File: src/rtl/gf2m_trinomial_reducer.sv
// gf2m_trinomial_reducer: reduces a 2M-1 bit carry-less product
// modulo x^M + x^K + 1 using two sequential folds.
module gf2m_trinomial_reducer #(
  parameter int M = 233,
  parameter int K = 74
) (
  input  logic           clk,
  input  logic           rst,
  input  logic           in_valid,
  output logic           in_ready,
  input  logic [2*M-2:0] in_data,
  output logic           out_valid,
  input  logic           out_ready,
  output logic [M-1:0]   out_data
);

  localparam int W = 2*M-1;

  // Two folds only suffice when the middle term is small enough.
  if (K < 1 || K > (M-1)/2) begin : g_bad_k
    $error("gf2m_trinomial_reducer: K out of range");
  end

  typedef enum logic [1:0] {
    IDLE,
    FOLD1,
    FOLD2,
    DONE
  } state_t;

  state_t       state;
  logic [W-1:0] acc;
  logic [W-1:0] hi;
  logic [W-1:0] fold;

  // One fold: x^M == x^K + 1, so H*x^M -> H ^ (H << K).
  always_comb begin
    hi   = W'(acc[W-1:M]);
    fold = W'(acc[M-1:0]) ^ hi ^ (hi << K);
  end

  // Control FSM with registered handshake and result outputs.
  always_ff @(posedge clk or posedge rst) begin
    if (rst) begin
      state     <= IDLE;
      acc       <= '0;
      in_ready  <= 1'b1;
      out_valid <= 1'b0;
      out_data  <= '0;
    end else begin
      case (state)
        IDLE: begin
          if (in_valid) begin
            acc      <= in_data;
            state    <= FOLD1;
            in_ready <= 1'b0;
          end
        end
        FOLD1: begin
          acc   <= fold;
          state <= FOLD2;
        end
        FOLD2: begin
          acc       <= fold;
          state     <= DONE;
          out_valid <= 1'b1;
          out_data  <= fold[M-1:0];
        end
        DONE: begin
          if (out_ready) begin
            state     <= IDLE;
            out_valid <= 1'b0;
            out_data  <= '0;
            in_ready  <= 1'b1;
          end
        end
        default: state <= IDLE;
      endcase
    end
  end

endmodule

File: config.mk
export PLATFORM = sky130hd
export DESIGN_NAME = gf2m_trinomial_reducer
export DESIGN_NICKNAME = d
export VERILOG_FILES = /design/src/rtl/gf2m_trinomial_reducer.sv
export SDC_FILE = /design/constraint.sdc
export NUM_CORES = 2
export LEC_CHECK = 0
export ABC_CLOCK_PERIOD_IN_PS = 46200
export BUFFER_PORTS_ARGS = -buffer_cell sky130_fd_sc_hd__buf_2
export CAP_MARGIN = 0
export CORE_AREA = 2 2 270 272
export CTS_BUF_LIST = sky130_fd_sc_hd__clkbuf_16
export CTS_CLUSTER_DIAMETER = 150
export CTS_CLUSTER_SIZE = 28
export DETAILED_ROUTE_END_ITERATION = 10
export DIE_AREA = 0 0 272 274
export GPL_TIMING_DRIVEN = 0
export PLACE_DENSITY = 0.7
export SLEW_MARGIN = 20
export SYNTH_ARGS = -nofsm -noshare
export SYNTH_HDL_FRONTEND = slang
export SYNTH_SLANG_ARGS = --single-unit
File: constraint.sdc
create_clock -name clk -period 46.2 [get_ports clk]
set_input_delay 13.86 -clock clk [delete_from_list [all_inputs] [get_ports clk]]
set_output_delay 13.86 -clock clk [all_outputs]
set_load 0.02 [all_outputs]
After elaboration in Yosys (flattened, before gate mapping)
Cells that the tools add are included.
{ "word_totals": {"inputBits": 469, "output_inout_bits": 235, "wordCells": 33, "regBits": 702} }
{ "op_classes": {"n_mux": 12, "bitwise_logic": 2, "reduce_logical": 9, "n_eq_ne": 5} }
{ "op_table": {"columns": ["operator", "n"], "rows": [
  ["$pmux W465 S2", 1],
  ["$pmux W233 S2", 1],
  ["$mux W465", 1],
  ["$xor A233 B306 Y306", 1],
  ["$mux W233", 1],
  ["$xor A233 B232 Y233", 1],
  ["$pmux W2 S4", 1],
  ["$reduce_and A2 Y1", 3],
  ["$reduce_bool A2 Y1", 3],
  ["$eq A2 B2 Y1 const B", 2],
  ["$mux W2", 2],
  ["$ne A2 B2 Y1 const B", 2],
  ["$pmux W1 S2", 2],
  ["$mux W1", 3],
  ["$reduce_and A3 Y1", 1],
  ["$eq A2 B1 Y1 const B", 1],
  ["$logic_not A2 Y1", 1],
  ["$reduce_or A2 Y1", 1]
]} }

Depth between registers and ports, before layout
{ "logic_depth": {"depth_word": 4, "mapped_depth": 9, "depth_no_buf": 5} }

Worst setup path before layout
Ideal clock, no wire load.
{ "synth_path": {"path_type": "input to register", "start": "in in_valid", "end": "reg acc[4]", "n_path_buf": 3, "stages": 6, "arrival_ns": 14.731, "slack_ns": 31.332, "t_required_ns": 46.063, "cell_sequence": "mux2_4 > buf_4 > buf_4 > buf_4 > a21oi_1 > a21oi_1"} }
{ "synth_between": {"elab_chain_cells": 2} }
{ "synth_lines": {"columns": ["element", "line_no", "text"], "rows": [
  ["from (decl)", "9", "input logic in_valid,"],
  ["$ne A2 B2 Y1 (no source line)", null, null],
  ["$reduce_and A2 Y1 (no source line)", null, null],
  ["to (signal assigned)", "54", "acc <= in_data;"],
  ["to (signal assigned)", "60", "acc <= fold;"],
  ["to (signal assigned)", "64", "acc <= fold;"],
  ["to (decl)", "32", "logic [W-1:0] acc;"]
]} }
Every way passes these cells.
A chain may end at the register's enable or synchronous reset.

Final worst setup path
{ "layout_path": {"start": "in in_valid", "end": "reg acc[74]"} }
Same word-level chain as after synthesis.

==> impl_metrics.toml <==
[clock_tree]
insertion_delay_ps = 660
cts_tree = "built"
post_cts_buffers = 0
numClockSinks = 702
cts_buffers = 29
cts-root-buf = "clkbuf_16"
cts_hold_buffers = 0
clk_pin_slew_worst_paths_ps = 110
h-tree-depth = 1
clockBufferDepth = 3
cts_resized = 0

[worst_setup_path]
cp-end-kind = "flop"
worst_path_max_delay_cell = "mux2i_1"
critical_path.top_delay_family = "buffers and inverters"
critPathLaunchType = "input pin"
worstPathRequired_ps = 46760
rrSetupSlack_ps = 43090
critical_path.cell_chain = "buf_2 > mux2i_1 > buf_4 > buf_6 > buf_2 > a2bb2oi_1"
reg2reg_depth = 7
path_common_cell = "buf_2"
crit_arrival_ps = 16050
worstReg2RegStart = "state[0]$_DFFE_PP0P_"
crit_type = "input pin to flop"
timing.rr.end = "acc[355]$_DFFE_PP0P_"
worst-path-buf-inv = 4
crit_path_max_fanout = 10
critPathMaxStageDelay_ps = 740

[timing]
fin_crit_sh_pct = 33.51
grt_setup_unrepaired = "no"
finalHoldViolations = 0
worst_slack_ps = 30720
worstMarginPinSlew_ps = 939.7
slew_headroom_pct = 35.56
setup_viol = 0
finalSetupTns_ps = 0
skew_ps = 44.66
drv_slew = 0
fin_crit_ps = 15480
max_clock_freq_mhz = 64.59
hold_slack_ps = 484.3

[die]
die_h_um = 274
ios = 704
core_area_um2 = 71970
dieArea_um2 = 74530
start_util_pct = 46.74
die_w_um = 272
rows = 99

[synth]
yosysMostFrequentCell = "dfrtp_1"
synth-seq-cells = 702
ys.flop_type = "dfrtp_1"
async_flop_share_pct = 100.0
syn-cell-area_um2 = 33640
synth_top_family_by_area = "compound AO/OA/AOI/OAI gates"
synthCells = 3366
ys_warn_count = 0
synthTopCellsByArea = "dfrtp_1, o21ai_0, xnor2_1"
synth_mux_area_share_pct = 2.317
synth_edf_count = 0
yosysUniqueCellTypes = 28
ys_seq_area_share_pct = 52.23
synth-compound-area-share_pct = 21.49
netlist.area_leader.share_pct = 52.15
synth_top_cell_by_area = "dfrtp_1"
synthTopCellsByCount = "dfrtp_1, o21ai_0, nand2_1, xnor2_1, inv_1"
avgSynthCellArea_um2 = 9.993
yosys.area_share.simple_pct = 7.853
syn_nets = 3839
synthXorXnorAreaFrac_pct = 10.18
yosys.area_share.adder_pct = 0.1488

[global_route]
grt_first_pass_wirelength_um = 186500
grt-ovfl-total = 0
grt_pass1_vias = 28680
track_usage_pct = 33.62
grt_max_degree = 105
antenna_found_initial = 39

[routing]
wl_per_cell_um = 25.16
firstDrtPassIters = 5
drc = 0
final_antenna_net_count = 0
wl_met2_um = 59430
routed-wl-met3_um = 10980
wl_met1_um = 51510
via_count = 29620
routed_wl_um = 128600
drt_iter0_drc = 3108
drt-vias-per-instance = 5.794
top_layer_used = "met5"

[worst_hold_path]
whs_endpoint = "out_data[150]$_DFFE_PP0P_"
min-delay-start = "out_data[150]$_DFFE_PP0P_"
whs_path_depth = 2
hold_path.class = "flop to flop"

[power_and_ir_drop]
leakage_nw = 19.53
peakVddDrop_mv = 0.04707
power_density_nw_per_um2 = 99.24

[outcome]
status = "complete, no violations"

[placed_design]
io_buffers = 703
placed_cell_area_um2 = 38590
dp_slack_ps = 30030
place_hpwl_um = 97370
routabilityCongestion = 0.9257

[final_layout]
drive_gt1_share_pct = 21.78
num-fill-cells = 6618
area_growth_pct = 17.38
design_area_um2 = 39480
nets = 4581

[flow_run]
drv_cap = 0
-- how the worst max path moves through the flow --
stage | startpoint | endpoint | cells after the start
2_1_floorplan | rst | acc[0]$_DFFE_PP0P_ | 1
3_3_place_gp | rst | out_data[126]$_DFFE_PP0P_ | 2
3_5_place_dp | in_valid | acc[74]$_DFFE_PP0P_ | 6
4_1_cts | in_valid | acc[74]$_DFFE_PP0P_ | 6
5_1_grt | in_valid | acc[277]$_DFFE_PP0P_ | 7
6_report | in_valid | acc[74]$_DFFE_PP0P_ | 6
-- metrics by stage --
stage                     total power (W)  utilization, %  instances
after global placement           0.003508           53.29       5028
final                            0.003918           54.86       5112
after floorplan                  0.002729               -       3366
after CTS                        0.003891           54.74       5078
after global routing             0.004167           54.83       5104
after detailed placement         0.003574           53.62       5036
-- worst min-delay path, stage by stage, from the launching register on --
cell and delay (ps):
dfrtp_1 350, nand2_1 40, o21ai_0 60
-- report_power, final --
part / internal [W] / switching (W)
Sequential: 0.000908 / 0.000283
Combinational: 0.000896 / 0.00151
Clock: 0.000116 / 0.000207
-- sequential cells by signal, indices dropped and copies added, names as in the netlist --
name       count
out_valid      1
in_ready       1
state          2
acc          465
out_data     233
-- routing by layer --
metal | vias up | GRT usage, %
met5 | - | 0
met4 | 10 | 15.24
met3 | 282 | 6.200
met2 | 1420 | 53.87
met1 | 14780 | 44.60
li1 | 13130 | -
-- cell usage in the layout, fill, tap and decap left out, types with 23 or more instances in the layout --
cell and count:
clkbuf_16 29, o21ai_1 23, nand2_1 310, o21ai_0 517, buf_2 789, mux2i_1 75, xor2_1 158, nor2_1 159
a2bb2oi_1 158, buf_4 43, inv_1 171, a22o_1 158, clkbuf_1 89, xnor2_1 233, a31oi_1 158, nand2b_1 77
a21oi_1 152, nand3_1 76, dfrtp_1 701, diode_2 34
-- final cells by class --
type / instances / area, um2 / share of cell area (%)
buffer: 238 / 1336 / 3.384
inverter: 162 / 615.6 / 1.559
timing repair buffer: 711 / 3739 / 9.469
clock inverter: 13 / 80.08 / 0.2028
antenna: 34 / 85.08 / 0.2155
tap: 959 / 1200 / 3.039
sequential: 702 / 17570 / 44.50
multi-input combinational: 2264 / 14130 / 35.80
clock buffer: 29 / 725.7 / 1.838
-- cell families (layout without fill, tap and decap cells) --
group,after synthesis,in the layout
AO/OA/AOI/OAI,1167,1167
flip-flops,702,702
AND/OR/NAND/NOR,625,625
buffers and inverters,400,1153
XOR/XNOR,391,391
multiplexers,77,77
adder cells (fa/ha/maj),4,4
other,0,34
Power figures use the tool's default switching activity.
